$ cat config.mk
export PLATFORM = sky130hd
export DESIGN_NAME = bcd_7seg_scan
export DESIGN_NICKNAME = d
export VERILOG_FILES = /design/src/rtl/disp_pkg.sv /design/src/rtl/bcd_to_7seg.sv /design/src/rtl/bcd_7seg_scan.sv
export SDC_FILE = /design/constraint.sdc
export NUM_CORES = 1
export LEC_CHECK = 0
export CORE_MARGIN = 5
export CORE_UTILIZATION = 45
export CTS_CLUSTER_DIAMETER = 100
export DETAILED_ROUTE_END_ITERATION = 7
export PLACE_DENSITY = 0.67
export SYNTH_ARGS = -nofsm -noshare
export SYNTH_HDL_FRONTEND = slang
export SYNTH_SLANG_ARGS = --single-unit
$ cat constraint.sdc
create_clock -name clk_i -period 5.04 [get_ports clk_i]
set_clock_uncertainty 0.15 [all_clocks]
set_input_delay 0.504 -clock clk_i [delete_from_list [all_inputs] [get_ports clk_i]]
set_output_delay 0.504 -clock clk_i [all_outputs]
set_load 0.1 [all_outputs]
$ cat src/rtl/disp_pkg.sv
// Shared display constants for the seven-segment path.
// Contents:
//   bcd_seg_t - 7-bit active-low segment vector, bit 0 = a .. bit 6 = g
//   SEG_OFF   - all segments dark
//   SEG_DASH  - segment g only, used for non-decimal codes 10..15
//   SEG_LUT   - 16-entry code-to-segment table
package disp_pkg;

  typedef logic [6:0] bcd_seg_t;

  localparam bcd_seg_t SEG_OFF  = 7'h7F;
  localparam bcd_seg_t SEG_DASH = 7'h3F;

  localparam bcd_seg_t SEG_LUT [16] = '{
    7'h40, 7'h79, 7'h24, 7'h30, 7'h19, 7'h12, 7'h02, 7'h78,
    7'h00, 7'h10, SEG_DASH, SEG_DASH, SEG_DASH, SEG_DASH, SEG_DASH, SEG_DASH
  };

endpackage

$ cat src/rtl/bcd_to_7seg.sv
// Combinational BCD digit to seven-segment decoder (active-low outputs).
// Ports:
//   code_i  in  4  digit code; 10..15 decode to a dash
//   seg_o   out 7  segments a..g on bits 0..6, active-low
module bcd_to_7seg
  import disp_pkg::*;
(
  input  logic     [3:0] code_i,
  output bcd_seg_t       seg_o
);

  assign seg_o = SEG_LUT[code_i];

endmodule

$ cat src/rtl/bcd_7seg_scan.sv
// Time-multiplexed seven-segment scanner. Captures a packed BCD vector into a
// shadow register, transfers it to the display register only at a frame
// boundary (tear-free), and scans one digit per slot with a blanked lead-in
// at the start of each slot to suppress ghosting.
// Optional feature: define BCD_7SEG_LZB_EN for leading-zero blanking.
// Ports:
//   clk_i        in  1         system clock
//   rst_n_i      in  1         asynchronous active-low reset
//   bcd_i        in  DIGITS*4  packed BCD, digit 0 in [3:0]
//   bcd_valid_i  in  1         capture strobe for bcd_i
//   frame_o      out 1         pulse aligned with the first output cycle of digit 0
//   seg_o        out 7         segments a..g, active-low
//   an_o         out DIGITS    anode enables, active-low
module bcd_7seg_scan
  import disp_pkg::*;
#(
  parameter int unsigned DIGITS    = 3,
  parameter int unsigned SCAN_DIV  = 50000,
  parameter int unsigned BLANK_CYC = 64
) (
  input  logic                  clk_i,
  input  logic                  rst_n_i,
  input  logic [DIGITS*4-1:0]   bcd_i,
  input  logic                  bcd_valid_i,
  output logic                  frame_o,
  output logic [6:0]            seg_o,
  output logic [DIGITS-1:0]     an_o
);

  localparam int unsigned CntW = $clog2(SCAN_DIV);
  localparam int unsigned IdxW = (DIGITS > 1) ? $clog2(DIGITS) : 1;

  logic [CntW-1:0]     r_cnt;
  logic [IdxW-1:0]     r_idx;
  logic [DIGITS*4-1:0] r_shadow;
  logic [DIGITS*4-1:0] r_disp;
  logic                r_pend;
  logic                r_wrap;
  logic                r_frame;
  bcd_seg_t            r_seg;
  logic [DIGITS-1:0]   r_an;

  logic                w_tick;
  logic                w_wrap;
  logic                w_blank_slot;
  logic                w_hide;
  logic [3:0]          w_digit;
  bcd_seg_t            w_dec;
  bcd_seg_t            w_seg_nxt;
  logic [DIGITS-1:0]   w_an_nxt;

  assign w_tick       = (r_cnt == CntW'(SCAN_DIV - 1));
  assign w_wrap       = w_tick && (r_idx == IdxW'(DIGITS - 1));
  assign w_blank_slot = (32'(r_cnt) < BLANK_CYC);

  // Select the display digit for the current slot.
  always_comb begin
    w_digit = 4'h0;
    for (int i = 0; i < int'(DIGITS); i++) begin
      if (r_idx == IdxW'(i)) w_digit = r_disp[4*i +: 4];
    end
  end

`ifdef BCD_7SEG_LZB_EN
  // w_lead[i] is set when display digits i..DIGITS-1 are all zero; digit 0
  // is never hidden so a zero value still shows "0".
  logic [DIGITS-1:0] w_lead;
  logic              w_upper_zero;

  always_comb begin
    w_lead       = '0;
    w_upper_zero = 1'b1;
    w_hide       = 1'b0;
    for (int i = int'(DIGITS) - 1; i >= 1; i--) begin
      w_upper_zero = w_upper_zero && (r_disp[4*i +: 4] == 4'h0);
      w_lead[i]    = w_upper_zero;
    end
    for (int i = 0; i < int'(DIGITS); i++) begin
      if (r_idx == IdxW'(i)) w_hide = w_lead[i];
    end
  end
`else
  assign w_hide = 1'b0;
`endif

  bcd_to_7seg u_dec (
    .code_i (w_digit),
    .seg_o  (w_dec)
  );

  always_comb begin
    w_an_nxt  = '1;
    w_seg_nxt = SEG_OFF;
    if (!w_blank_slot && !w_hide) begin
      w_seg_nxt = w_dec;
      for (int i = 0; i < int'(DIGITS); i++) begin
        if (r_idx == IdxW'(i)) w_an_nxt[i] = 1'b0;
      end
    end
  end

  // Prescaler and digit index.
  always_ff @(posedge clk_i or negedge rst_n_i) begin
    if (!rst_n_i) begin
      r_cnt <= '0;
      r_idx <= '0;
    end else if (w_tick) begin
      r_cnt <= '0;
      r_idx <= (r_idx == IdxW'(DIGITS - 1)) ? '0 : r_idx + 1'b1;
    end else begin
      r_cnt <= r_cnt + 1'b1;
    end
  end

  // Shadow / display transfer. A strobe coinciding with the boundary copy
  // wins the pending flag, so the new value is shown one frame later.
  always_ff @(posedge clk_i or negedge rst_n_i) begin
    if (!rst_n_i) begin
      r_shadow <= '0;
      r_disp   <= '0;
      r_pend   <= 1'b0;
    end else begin
      if (w_wrap && r_pend) begin
        r_disp <= r_shadow;
      end
      if (bcd_valid_i) begin
        r_shadow <= bcd_i;
        r_pend   <= 1'b1;
      end else if (w_wrap) begin
        r_pend   <= 1'b0;
      end
    end
  end

  // Output registers. frame_o goes through two stages so it lines up with
  // the registered output of digit 0's first slot cycle.
  always_ff @(posedge clk_i or negedge rst_n_i) begin
    if (!rst_n_i) begin
      r_wrap  <= 1'b0;
      r_frame <= 1'b0;
      r_seg   <= SEG_OFF;
      r_an    <= '1;
    end else begin
      r_wrap  <= w_wrap;
      r_frame <= r_wrap;
      r_seg   <= w_seg_nxt;
      r_an    <= w_an_nxt;
    end
  end

  assign frame_o = r_frame;
  assign seg_o   = r_seg;
  assign an_o    = r_an;

endmodule

# --- After elaboration in Yosys (flattened, before gate mapping) ---
# Memory sizes are Yosys's and may differ from the RTL's.
# Cells that the tools add are included.
totals:
  ff_bits: 55
  latchBits: 0
  mem_bits_rw: 0
  rom_bits: 112
  in_bits: 15
  output_inout_bits: 11
  elab_cells: 36
  memories: 1
memory_table:
  columns: ["memory", "depth", "width", "rd", "rd_ports_with_merged_regs", "write_ports", "line", "rtl"]
  rows:
  - ["(name not given)", 16, 7, 1, 0, 0, "bcd_to_7seg.sv:12", "assign seg_o = SEG_LUT[code_i];"]
classes:
  addsub: 2
  multipliers: 0
  div: 0
  order_cmp: 2
  eq_ne: 3
  n_shift: 0
  mux: 14
  n_bitwise: 1
  n_reduce_logical: 4
op_table:
  columns: ["op", "n"]
  rows:
  - ["2-to-1 mux 7 bit", 3]
  - ["adder 16 x 1 -> 16 bit (second input constant)", 1]
  - ["== test 16 bit (second input constant)", 1]
  - ["less-than comparator 16 x 7 -> 1 bit (second input constant)", 1]
  - ["2-to-1 mux 16 bit", 1]
  - ["2-to-1 mux 4 bit", 3]
  - ["greater-or-equal comparator 5 bit (second input constant)", 1]
  - ["2-to-1 mux 1 bit", 5]
  - ["inverter 4 -> 5 bit", 1]
  - ["2-to-1 mux 3 bit", 1]
  - ["adder 2 x 1 -> 2 bit (second input constant)", 1]
  - ["== test 2 x 1 -> 1 bit (second input constant)", 1]
  - ["== test 2 bit (second input constant)", 1]
  - ["logical AND 1 bit", 2]
  - ["zero test 2 bit", 1]
  - ["2-to-1 mux 2 bit", 1]
  - ["nonzero test 2 bit", 1]

# --- Depth between registers and ports, before layout ---
# Gate-level depths: netlist (run 1).
depth:
  ltp_word: 9
  depth_mapped: 7
  depth_no_buf: 6

# --- By module ---
# Synthesis (run 1) repeated with hierarchy kept, for this count alone.
hier_totals:
  cells_unflattened: 207
  hier_area_um2: 2596.2
modules_own_cells:
  columns: ["module", "n_inst", "cells_each", "area_per_inst_um2", "seq_area_each_um2"]
  rows:
  - ["bcd_7seg_scan", 1, 176, 2366.0, 1388.8]
  - ["bcd_to_7seg", 1, 31, 230.2, 0.0]

# --- Worst setup path before layout (run 1) ---
# OpenSTA, ideal clock, no wires.
synth_timing:
  kind: "flip-flop to flip-flop"
  startpoint: "register r_cnt[8]"
  endpoint: "register r_disp[10]"
  setup_ns: 0.125
  arrival_time_ns: 1.719
  t_required_ns: 4.765
  path_slack_ns: 3.046
  path_stages_with_launch: 7
  n_path_buf: 1
  period_less_slack_ns: 1.994
  path_cell_list: "dfrtp_1 -> nand2_1 -> or4_4 -> nor3_4 -> nand3_2 -> buf_6 -> mux2_4"
synth_between:
  elab_chain_len: 3
synth_lines:
  columns: ["element", "line", "rtl"]
  rows:
  - ["start, declared", "bcd_7seg_scan.sv:33", "logic [CntW-1:0] r_cnt;"]
  - ["start signal, assigned", "bcd_7seg_scan.sv:111", "r_cnt <= r_cnt + 1'b1;"]
  - ["== test 16 bit", "bcd_7seg_scan.sv:52", "assign w_tick = (r_cnt == CntW'(SCAN_DIV - 1));"]
  - ["logical AND 1 bit", "bcd_7seg_scan.sv:53", "assign w_wrap = w_tick && (r_idx == IdxW'(DIGITS - 1));"]
  - ["logical AND 1 bit", "bcd_7seg_scan.sv:123", "if (w_wrap && r_pend) begin"]
  - ["end signal, assigned", "bcd_7seg_scan.sv:124", "r_disp <= r_shadow;"]
  - ["end, declared", "bcd_7seg_scan.sv:36", "logic [DIGITS*4-1:0] r_disp;"]
# Every way passes these cells.
# A chain may end at the register's enable or synchronous reset.

# --- Worst setup path after layout (run 1) ---
layout_timing:
  startpoint: "register r_an[1] (netlist: an_o[1])"
  endpoint: "output an_o[1]"
layout_lines:
  columns: ["element", "line", "rtl"]
  rows:
  - ["start, declared", "bcd_7seg_scan.sv:41", "logic [DIGITS-1:0] r_an;"]
  - ["start signal, assigned", "bcd_7seg_scan.sv:147", "r_an <= w_an_nxt;"]
  - ["end, declared", "bcd_7seg_scan.sv:27", "output logic [DIGITS-1:0] an_o"]
# No word-level cell between the ends.

==> results.md, run 1 <==
* HPWL Detailed at 2700 um
* CORE AREA at 5110 sq um
* IO Pins at 26
* Final Instance Count excl. Fillers at 282
* Clock-pin slew on the worst setup and hold paths at 0.09 ns
* Syn nets at 201
* Buf/Inv on CP at 1
* Die width at 82.4 um
* Die area at 6780 sq um
* Worst path slowest cell: clkdlybuf4s50_1
* Via count at 1,418
* Largest net degree at the start of global routing at 56
* Unrepaired setup endpoints after global routing: no
* EDFF count, synth at 0
* Layout area overhead at 17.7%
* Antenna cells at 0
* CP top delay family: buffers and inverters
* Drt first pass iters at 4
* Distinct cells, synth at 37
* Clock Tree Buf Depth at 2
* R2R Path Start: r_cnt[8]
* Initial Utilization at 46.1%
* CTS resizes at 0
* Antenna Nets Post-Route at 0
* Commonest cells after routing, fill and taps aside: dfrtp_1, clkdlybuf4s50_1, nor2_1, mux2_2, nand2_1
* Post-route minimum period at 2.61 ns
* CTS root buf: clkbuf_8
* Worst path max stage delay at 1.13 ns
* Finished layout cell area at 2770 sq um
* Worst-path cell chain: clkdlybuf4s50_1
* Worst Hold Class: input port to asynchronous set/reset pin
* Total GRT Usage at 12.4%
* CTS tree: done
* Crit Path Max Fanout at 1
* H-tree levels at 2
* PortBufs at 25
* Worst Reg-to-Reg Cells at 5
* Filler cells at 451
* Maximum vdd drop at 204 uV
* Worst setup EP type: output pin
* Final Max Slew Viols at 0
* CP Class: register to output pin
* Layout cell share with drive strength beyond 1 at 22.6%
* Status: finished, final reports clean
* Drt drc at 0
* Number of synthesis warnings at 0
* Synth Cell Area at 2360 sq um
* Yosys reg bits at 55
* WL final at 3750 um
* First-pass GRT wire length at 6400 um
* GR Overflow Total at 0
* Most frequently used flop master after synthesis: dfrtp_1
* Avg Vias per Cell at 5.03
* Fin. Hold Viols at 0
* FF-to-FF End: r_disp[5]
* Slew headroom at 35.0%
* TNS Setup at 0 ns
* Final nets at 228
* Placed cell count at 274
* Max-cap viol count at 0
* Asr flop ratio synth at 100%
* Cts bufs inserted at 5
* Initial antenna violation count at 0
* Peak Freq at 0.384 GHz
* Worst Max-Slew Pin Slew at 0.973 ns
* Die Y at 82.4 um
* Power Density at 277 nW/um^2
* Hold buffers post-CTS at 0
* Leakage power at 1.26 nW
* Post-CTS Setup Inserts at 0
* RD Place Congestion at 0.819
* Worst R2R Setup Slack at 2.44 ns
* Commonest non-fill, non-tap cell in the layout: dfrtp_1
* Cell Area, Placed at 2670 sq um
* Clock Sinks at 55
* Final Setup Violations at 0
* Seq/Total Area, Yosys at 58.9%
* Average wire per standard cell at 13.3 um
* First DRT Iteration DRCs at 44
* Worst setup SP type: register
* Req. time, crit path at 4.39 ns
* Period utilisation layout at 51.7%
* Worst Path Arrival at 1.95 ns
* FP Rows at 26
* Avg Inst Size Synth at 12.8 sq um
* Skew-Pair Late Insertion Delay at 0.30 ns
* Vias in the first global route at 1,423
* Cells after synthesis at 184
worst max path at each step:
| stage | from | to | cells after the start |
|---|---|---|---|
| 2_1_floorplan | r_cnt[8] | r_disp[10] | 6 |
| 3_3_place_gp | r_cnt[8] | r_disp[8] | 5 |
| 3_5_place_dp | r_cnt[8] | r_disp[5] | 5 |
| 4_1_cts | an_o[1] | an_o[1] | 1 |
| 5_1_grt | r_cnt[8] | r_disp[5] | 5 |
| 6_report | an_o[1] | an_o[1] | 1 |
per-layer routing:
metal  up-vias  routed length [um]  part of all wire, %  GRT usage (%)
li1        697                   -                    -              -
met1       692                1810                   48           16.1
met2        22                1710                   46           19.8
met3         7                 150                  4.0           2.93
met4         0                  72                  1.9           5.48
met5         -                   0                    0              0
synthesized netlist by cell type (all sizes together), types with 2 or more instances:
| master | count | area share [%] |
|---|---|---|
| a21oi | 5 | 1.1 |
| and3 | 3 | 0.80 |
| buf | 3 | 0.85 |
| clkbuf | 3 | 0.48 |
| dfrtp | 45 | 48 |
| dfstp | 10 | 11 |
| ha | 2 | 1.1 |
| inv | 3 | 0.48 |
| mux2 | 26 | 14 |
| mux2i | 4 | 1.7 |
| nand2 | 11 | 1.8 |
| nand3 | 7 | 1.7 |
| nand4 | 2 | 0.53 |
| nor2 | 16 | 2.5 |
| nor2b | 4 | 1.1 |
| nor3 | 5 | 1.5 |
| o21ai | 7 | 1.5 |
| o2bb2ai | 3 | 1.1 |
| or4 | 2 | 0.80 |
| xnor2 | 5 | 1.9 |
| xor2 | 8 | 3.0 |
sequential cells by signal, indices dropped and copies added (netlist names):
register	count
frame_o	1
r_shadow	12
r_idx	2
r_pend	1
an_o	3
r_wrap	1
r_cnt	16
seg_o	7
r_disp	12
cell families after synthesis:
| group | Yosys count | share of synthesized area (%) |
|---|---|---|
| compound gates | 19 | 5.05 |
| xor+xnor | 13 | 4.83 |
| fa+ha+maj | 2 | 1.06 |
| buf+inv | 9 | 1.81 |
| flops | 55 | 58.9 |
| mux | 30 | 15.7 |
| simple gates | 56 | 12.6 |
where the power goes:
group | total (mW) | switching [mW] | internal [mW]
logic | 0.0313 | 0.0130 | 0.0183
registers | 0.456 | 0.00544 | 0.451
clock network | 0.280 | 0.134 | 0.146
area by class of cell:
| class | instances | area, sq um | share of cell area [%] |
|---|---|---|---|
| inverter | 3 | 11.3 | 0.406 |
| clock inverter | 3 | 38.8 | 1.40 |
| clock buffer | 5 | 68.8 | 2.48 |
| timing repair buffer | 26 | 253 | 9.12 |
| sequential | 55 | 1390 | 50.1 |
| multi-input combinational | 120 | 925 | 33.3 |
| tap | 70 | 87.6 | 3.16 |
stage by stage:
| stage | utilization (%) | hold WS [ns] | total power, mW | setup slack, ns |
|---|---|---|---|---|
| 4_1_cts | 54.3 | 0.180 | 0.780 | 2.41 |
| 3_5_place_dp | 52.2 | 0.205 | 0.498 | 2.45 |
| 6_report | 54.3 | 0.154 | 0.767 | 2.43 |
| 2_1_floorplan | - | 0.0584 | 0.474 | 3.05 |
| 3_3_place_gp | 52.2 | 0.188 | 0.497 | 2.51 |
| 5_1_grt | 54.3 | 0.207 | 0.798 | 2.29 |
(Power assumes the default switching activity.)
==> run 2, diff against run 1 <==
Clock period 5.04 ns to 2.45 ns, I/O delays scaled along.
==> run 2 against run 1 <==
Sequential power up 110%; design area is 0.81% lower; final cell count rose by 0.71%; critical path type is now register to register.
==> results.md, run 2 (same netlist as run 1, synthesis figures left out) <==
* Status: finished, final reports clean
* FP Rows at 26
* Initial antenna violation count at 0
* GR Overflow Total at 0
* CORE AREA at 5110 sq um
* Sw Share at 21.2%
* CTS resizes at 0
* Largest register FFs at 16
* Pre-CTS WS at 0.184 ns
* Worst Reg-to-Reg Cells at 5
* FF-to-FF End: r_disp[6]
* Layout cell share with drive strength beyond 1 at 28.0%
* Crit Path Max Fanout at 12
* First-pass GRT wire length at 6680 um
* Max-cap viol count at 0
* Period utilisation layout at 92.0%
* Sequential share of power at 61.7%
* Initial Utilization at 46.1%
* TNS Setup at 0 ns
* Maximum vdd drop at 351 uV
* H-tree levels at 2
* Drt first pass iters at 4
* Largest net degree at the start of global routing at 56
* Commonest cells after routing, fill and taps aside: dfrtp_1, nor2_1, mux2_2, clkdlybuf4s50_1, buf_4
* Reg with most FFs: r_cnt
* End point of the critical path: r_disp[6]
* Vias in the first global route at 1,425
* Worst path slowest cell: or4_4
* Finished layout cell area at 2750 sq um
* Via count at 1,423
* Die width at 82.4 um
* Die area at 6780 sq um
* Total GRT Usage at 13.1%
* CP top delay family: simple AND/OR/NAND/NOR gates
* Cell Area, Placed at 2650 sq um
* HPWL Detailed at 2580 um
* Crit path from: r_cnt[8]
* Slew headroom at 56.1%
* Levels on crit path at 5
* Drt drc at 0
* Commonest non-fill, non-tap cell in the layout: dfrtp_1
* Power Density at 553 nW/um^2
* PortBufs at 25
* Final nets at 230
* Worst Hold Class: register to register
* Worst R2R Setup Slack at 0.20 ns
* Skew-Pair Late Insertion Delay at 0.31 ns
* Worst setup EP type: register
* Peak Freq at 0.444 GHz
* Top flop regs: r_cnt (16), r_disp (12), r_shadow (12)
* Worst Max-Slew Pin Slew at 0.659 ns
* HP Start: r_wrap
* Worst setup SP type: register
* Buf/Inv on CP at 0
* Leakage power at 1.26 nW
* IO Pins at 26
* Worst Path Arrival at 2.30 ns
* CP Class: register to register
* Average wire per standard cell at 13.3 um
* Layout area overhead at 16.7%
* Avg Vias per Cell at 5.01
* Clock-pin slew on the worst setup and hold paths at 0.09 ns
* Req. time, crit path at 2.50 ns
* Die Y at 82.4 um
* Clock Sinks at 55
* Filler cells at 451
* Fin. Hold Viols at 0
* Post-route minimum period at 2.25 ns
* R2R Path Start: r_cnt[8]
* CTS root buf: clkbuf_8
* RD Place Congestion at 0.794
* Internal power at 1.20 mW
* Setup ws final at 0.196 ns
* Total power draw at 1.52 mW
* Worst path max stage delay at 0.54 ns
* First DRT Iteration DRCs at 55
* WL final at 3770 um
* Clock share of power at 34.0%
* Psw at 0.323 mW
* Final Max Slew Viols at 0
* Antenna Nets Post-Route at 0
* Antenna cells at 0
* Unrepaired setup endpoints after global routing: no
* Clock Tree Buf Depth at 2
* Comb power frac at 4.3%
* Final Setup Violations at 0
* Worst-path cell chain: nand2_1, or4_4, nor3_4, nand3_2, mux2_4
* Cts bufs inserted at 5
* CTS tree: done
[run 2: worst min path at each step]
stage | cells after the start | to | slack [ns]
after global placement | 0 | frame_o | 0.19
after global routing | 0 | frame_o | 0.23
after detailed placement | 0 | frame_o | 0.19
after CTS | 0 | frame_o | 0.21
after floorplan | 0 | frame_o | -0.20
final | 0 | frame_o | 0.21
[run 2: timing repair]
| action | 4_1_cts | 5_1_grt |
|---|---|---|
| endpoints found under the hold margin | 45 | 0 |
| setup buffers | 0 | 0 |
| hold buffers | 1 | 0 |
[run 2: layout make-up]
| type | instances | area [sq um] | area share (%) |
|---|---|---|---|
| Tap cell | 70 | 87.6 | 3.18 |
| Multi-Input combinational cell | 120 | 925 | 33.6 |
| Clock buffer | 7 | 86.3 | 3.14 |
| Inverter | 3 | 11.3 | 0.409 |
| Sequential cell | 55 | 1390 | 50.5 |
| Timing Repair Buffer | 28 | 243 | 8.83 |
| Clock inverter | 1 | 8.76 | 0.318 |
[run 2: metrics by stage]
stage | hold WS, ns | std cells | util [%]
finish | 0.211 | 284 | 53.8
global route | 0.226 | 284 | 53.8
CTS | 0.214 | 284 | 53.8
detailed placement | 0.192 | 275 | 51.8
global placement | 0.188 | 275 | 51.8
floorplan | -0.201 | 184 | -
[run 2: power by group through the flow]
stage | Clock, mW | Combinational, mW | Sequential (mW)
after floorplan | 0 | 0.0240 | 0.952
after global placement | 0 | 0.0654 | 0.956
after detailed placement | 0 | 0.0665 | 0.956
after CTS | 0.535 | 0.0676 | 0.939
after global routing | 0.577 | 0.0742 | 0.942
final | 0.517 | 0.0660 | 0.938
[run 2: metal layers]
layer	routed length [um]	vias to the layer above	global-route usage (%)
li1	-	698	-
met1	1850	691	17.7
met2	1650	27	19.7
met3	188	7	3.58
met4	83	0	5.98
met5	0	-	0
